`src/rtl/mux_2_top.sv`:
```
// rtl/mux_2_top.sv - two-stage registered selector: a*b (sel=0) or {a,b} (sel=1)
// Optional MUX2_TOP_VALID_EN adds in_valid/out_valid tracking the 2-cycle pipeline.
module mux_2_top #(
   parameter int WIDTH = 6
) (
   input  logic                 clk,
   input  logic                 rst_n,
   input  logic [WIDTH-1:0]     a,
   input  logic [WIDTH-1:0]     b,
   input  logic                 sel,
   output logic [2*WIDTH-1:0]   out
`ifdef MUX2_TOP_VALID_EN
   ,
   input  logic                 in_valid,
   output logic                 out_valid
`endif
);

   localparam int LO = WIDTH / 2;
   localparam int HI = WIDTH - LO;

   logic [WIDTH+LO-1:0]   w_a_ext_lo;
   logic [WIDTH+LO-1:0]   w_b_lo_ext;
   logic [WIDTH+HI-1:0]   w_a_ext_hi;
   logic [WIDTH+HI-1:0]   w_b_hi_ext;
   logic [2*WIDTH-1:0]    w_pp_lo_wide;
   logic [2*WIDTH-1:0]    w_pp_hi_wide;
   logic [2*WIDTH-1:0]    w_product;

   logic [WIDTH-1:0]      r_a;
   logic [WIDTH-1:0]      r_b;
   logic                  r_sel;
   logic [WIDTH+LO-1:0]   r_pp_lo;
   logic [WIDTH+HI-1:0]   r_pp_hi;

   // Operands widened to the product width so the half products never truncate.
   assign w_a_ext_lo = {{LO{1'b0}}, a};
   assign w_b_lo_ext = {{WIDTH{1'b0}}, b[LO-1:0]};
   assign w_a_ext_hi = {{HI{1'b0}}, a};
   assign w_b_hi_ext = {{WIDTH{1'b0}}, b[WIDTH-1:LO]};

   always_ff @(posedge clk or negedge rst_n) begin
      if (!rst_n) begin
         r_a     <= '0;
         r_b     <= '0;
         r_sel   <= 1'b0;
         r_pp_lo <= '0;
         r_pp_hi <= '0;
      end else begin
         r_a     <= a;
         r_b     <= b;
         // Written as an if so an unknown sel falls back to product mode.
         if (sel) r_sel <= 1'b1;
         else     r_sel <= 1'b0;
         r_pp_lo <= w_a_ext_lo * w_b_lo_ext;
         r_pp_hi <= w_a_ext_hi * w_b_hi_ext;
      end
   end

   assign w_pp_lo_wide = {{HI{1'b0}}, r_pp_lo};
   assign w_pp_hi_wide = {{LO{1'b0}}, r_pp_hi};
   assign w_product    = w_pp_lo_wide + (w_pp_hi_wide << LO);

   always_ff @(posedge clk or negedge rst_n) begin
      if (!rst_n) begin
         out <= '0;
      end else if (r_sel) begin
         out <= {r_a, r_b};
      end else begin
         out <= w_product;
      end
   end

`ifdef MUX2_TOP_VALID_EN
   logic r_valid;

   always_ff @(posedge clk or negedge rst_n) begin
      if (!rst_n) begin
         r_valid   <= 1'b0;
         out_valid <= 1'b0;
      end else begin
         r_valid   <= in_valid;
         out_valid <= r_valid;
      end
   end
`endif

endmodule

```
`config.mk`:
```
export PLATFORM = sky130hd
export DESIGN_NAME = mux_2_top
export DESIGN_NICKNAME = d
export VERILOG_FILES = /design/src/rtl/mux_2_top.sv
export SDC_FILE = /design/constraint.sdc
export NUM_CORES = 1
export LEC_CHECK = 0
export BUFFER_PORTS_ARGS = -buffer_cell sky130_fd_sc_hd__buf_2
export CORE_MARGIN = 2
export CORE_UTILIZATION = 58
export DETAILED_ROUTE_END_ITERATION = 10
export GPL_TIMING_DRIVEN = 1
export HOLD_SLACK_MARGIN = 0.15
export PLACE_DENSITY_LB_ADDON = 0.15
export SYNTH_ARGS = -nofsm -noshare
export SYNTH_HDL_FRONTEND = slang
export SYNTH_SLANG_ARGS = --single-unit
```
`constraint.sdc`:
```
create_clock -name clk -period 2.2 [get_ports clk]
set_input_delay 0.11 -clock clk [delete_from_list [all_inputs] [get_ports clk]]
set_output_delay 0.11 -clock clk [all_outputs]
set_load 0.03 [all_outputs]
```
==> After elaboration in Yosys (flattened, before gate mapping) <==
Index checks and enable logic that the tools add are counted.
{ "word_totals": {"regBits": 43, "input_bits": 15, "word_cells": 11, "out_inout_bits": 12} }
{ "classes": {"n_mul": 2, "muxes": 2, "add_sub_neg": 1} }
{ "ops": {"columns": ["operator", "n"], "rows": [
  ["multiplier 6 x 3 -> 9 bit", 2],
  ["adder 9 x 12 -> 12 bit", 1],
  ["2-to-1 mux 12 bit", 1],
  ["2-to-1 mux 1 bit", 1]
]} }

==> Depth between registers and ports, before layout <==
{ "depth": {"word_depth": 2, "depth_mapped": 10, "depth_no_buf": 10} }

==> Worst setup path before layout <==
No wires, ideal clock.
{ "synth_timing": {"kind": "input to register", "startpoint": "input b[5]", "endpoint": "register r_pp_hi[8]", "setup_ns": 0.121, "path_stages": 10, "n_path_buf": 0, "slack_ns": 0.154, "required_time_ns": 2.079, "t_arrival_ns": 1.925, "cell_sequence": "nand2_1 > fa_1 > inv_1 > ha_1 > fa_1 > a21o_1 > a21oi_1 > nor2b_1 > o21ai_1 > nand2b_1"} }
{ "synth_via": {"elab_chain_len": 1} }
{ "synth_lines": {"columns": ["item", "line", "rtl"], "rows": [
  ["start: declaration", "9", "input logic [WIDTH-1:0] b,"],
  ["multiplier 6 x 3 -> 9 bit", "56", "r_pp_hi <= w_a_ext_hi * w_b_hi_ext;"],
  ["end signal: assignment", "56", null],
  ["end: declaration", "34", "logic [WIDTH+HI-1:0] r_pp_hi;"]
]} }
Every way passes these cells.

==> Final worst setup path <==
{ "layout_timing": {"startpoint": "input a[5]", "endpoint": "register r_pp_hi[8]"} }
{ "layout_via": {"elab_chain_len": 1} }
{ "layout_lines": {"columns": ["item", "line", "rtl"], "rows": [
  ["start: declaration", "8", "input logic [WIDTH-1:0] a,"],
  ["multiplier 6 x 3 -> 9 bit", "56", null]
]} }
Every way passes these cells.

==> results_dict.tcl <==
set metrics [dict create \
    rrSetupSlack_ns 0.14 \
    fin_skew_ns 0.00234 \
    max_slew.worst_pin.slew_ns 0.897 \
    route.detailed.drc 0 \
    yosys.area.top_type_share_pct 46.8 \
    leakage_nw 1.48 \
    core-area_sq_um 3740 \
    r2r_end "out[9]$_DFF_PN0_" \
    period_needed_ns 2.09 \
    max_slew_margin_pct 40.2 \
    postPlaceCellArea_sq_um 2560 \
    ioPinCount 27 \
    grt_max_degree 44 \
    dieArea_sq_um 4480 \
    drt_wl_total_microns 4280 \
    fmax_ghz 0.478 \
    path_class "input port to register" \
    viasPerCell 5.17 \
    cp.arrival_ns 2.27 \
    place_hpwl_microns 3250 \
    syn_nets 251 \
    clockBufferDepth 2 \
    path_clk_slew_ns 0.07 \
    hold_viol 0 \
    synth_top_area_cell "dfrtp_1" \
    clk_latency_ns 0.29 \
    hold_path_depth 3 \
    post-route-period-util_pct 95.1 \
    cp_max_fo 7 \
    syn-instance-count 203 \
    slew_viol_final 0 \
    min_from "b[3]" \
    start_util_pct 61.4 \
    synth-seq-area-share_pct 46.8 \
    synth_seq_cells 43 \
    cts_root_buf "clkbuf_8" \
    ant_nets 0 \
    nets 308 \
    fin_area_sq_um 2820 \
    critPathLaunch "a[5]" \
    rows 22 \
    utilization_pct 75.2 \
    dieHeight_microns 66.9 \
    grt_pass1_vias 1715 \
    antennaDiodeCount 0 \
    drt_iter0_drc 116 \
    ir_drop_mv 0.328 \
    cts-buffers-inserted 5 \
    critPathRequiredTime_ns 2.38 \
    gr-total-overflow 0 \
    io_buffers 26 \
    yosys_warnings 0 \
    firstDrtPassIters 4 \
    hold_class "input port to register" \
    max_cap_viol_count 0 \
    nFillCells 263 \
    fp.dieW_microns 66.9 \
    r2r_cells 7 \
    cp-end-kind "register" \
    crit_path_start_kind "input port" \
    synth.avg_cell_area_sq_um 11.3 \
    cts.sinks 43 \
    hold_end "r_pp_hi[0]$_DFF_PN0_" \
    antenna_found_initial 0 \
    grt_use_total_pct 22.7 \
    areaGrowthSynthToFinish_pct 22.6 \
    r2r_start "r_pp_lo[3]$_DFF_PN0_" \
    finalSetupViolCount 0 \
    fin_total_pwr_mw 2.16 \
    wl_per_cell_microns 13.8 \
    synth.cell_area_sq_um 2300 \
    fin_hold_ws_ns 0.232 \
    gp_congestion 0.821 \
    grt_first_pass_wirelength_microns 7510 \
    vias 1599 \
    cts_htree_levels 2 \
    drive_above_1_share_pct 23.8 \
    powerDensity_nw_per_um2 766 \
    ys_types 27 \
    status "completed" \
    cts_tree "built" \
    synth_area_leaders "dfrtp_1 (47%), ha_1 (12%), fa_1 (9.6%)" \
]
==> cells in the final DEF (no fill, tap or decap), types with 6 or more instances in the layout <==
cell	Yosys	final
dfrtp_1	43	43
nand2_1	28	28
buf_2	0	26
ha_1	22	20
inv_1	21	19
and2_1	15	15
dlygate4sd3_1	0	13
buf_4	0	12
fa_1	11	10
a21oi_1	9	8
xnor2_1	7	7
a21o_1	6	6
xor2_1	6	6
o21ai_0	6	6
==> flip-flops by register name, indices dropped and copies added, names as in the netlist <==
signal   cells
r_pp_hi      9
r_sel        1
r_pp_lo      9
r_a          6
r_b          6
out         12
==> Yosys cell counts <==
library cell,instances
a21oi_1,9
nor2_1,1
a21oi_2,1
fa_1,11
inv_1,21
o21bai_2,1
dfrtp_1,43
or3_1,1
clkbuf_1,2
nand2b_1,1
xor2_1,6
xnor2_1,7
a211oi_1,3
a21o_2,1
o21ai_1,4
o211ai_1,1
nor2b_1,1
or4_1,1
a31oi_1,1
nand3_1,1
ha_1,22
o21bai_1,4
a21o_1,6
mux2_2,5
o21ai_0,6
nand2_1,28
and2_1,15
==> cells by family after synthesis <==
logic type / Yosys count / synth area share [%]
mux: 5 / 2.45
fa+ha+maj: 33 / 21.6
flops: 43 / 46.8
xor+xnor: 13 / 4.96
simple gates: 49 / 10.2
compound gates: 37 / 10.2
buf+inv: 23 / 3.76
==> layer usage <==
layer  GRT usage (%)  vias to the layer above  part of all wire, %
met4            9.44                        0                  1.6
met1            27.2                      786                   42
li1                -                      777                    -
met3            4.05                        6                  3.0
met2            40.1                       30                   53
met5               0                        -                    0
==> how the worst max path moves through the flow <==
| stage | end | depth (start not counted) |
|---|---|---|
| after floorplan | r_pp_hi[8]$_DFF_PN0_ | 10 |
| after global placement | r_pp_hi[8]$_DFF_PN0_ | 11 |
| after detailed placement | r_pp_hi[8]$_DFF_PN0_ | 11 |
| after CTS | r_pp_lo[8]$_DFF_PN0_ | 13 |
| after global routing | out[9]$_DFF_PN0_ | 7 |
| final | r_pp_hi[8]$_DFF_PN0_ | 10 |
==> metrics by stage <==
step | setup TNS (ns) | cells | worst slack, ns
after global placement | 0 | 286 | 0.0214
final | 0 | 309 | 0.107
after floorplan | 0 | 203 | 0.154
after global routing | -0.0228 | 309 | -0.0228
after detailed placement | -0.205 | 286 | -0.130
after CTS | 0 | 308 | 0.0340
==> cell type report <==
cell class / instances / area [sq um] / area share [%]
timing repair buffer: 52 / 363 / 12.9
inverter: 21 / 78.8 / 2.80
tap: 48 / 60.1 / 2.13
clock inverter: 3 / 15.0 / 0.533
multi-input combinational: 137 / 1150 / 41.0
sequential: 43 / 1080 / 38.2
clock buffer: 5 / 68.8 / 2.44
==> repair_timing <==
action                                  CTS  global route
hold buffers                             14             0
setup buffers                             0             1
endpoints found under the hold margin    57             0
endpoints found under the setup margin    0             3
gates resized for setup                   0             9
==> power by group <==
part | total (mW) | switching (mW) | leakage [nW] | internal [mW]
clock network | 0.467 | 0.250 | 0.0477 | 0.217
logic | 0.734 | 0.428 | 0.920 | 0.307
registers | 0.956 | 0.0461 | 0.517 | 0.910
==> critical path, cell delays in order <==
cell           delay, ns
dlygate4sd3_1       0.52
buf_2               0.16
nand2_1             0.08
fa_1                0.48
inv_1               0.05
ha_1                0.33
a21oi_1             0.25
nor2b_1             0.08
o21ai_1             0.14
nand2b_1            0.07
Power figures use the tool's default switching activity.
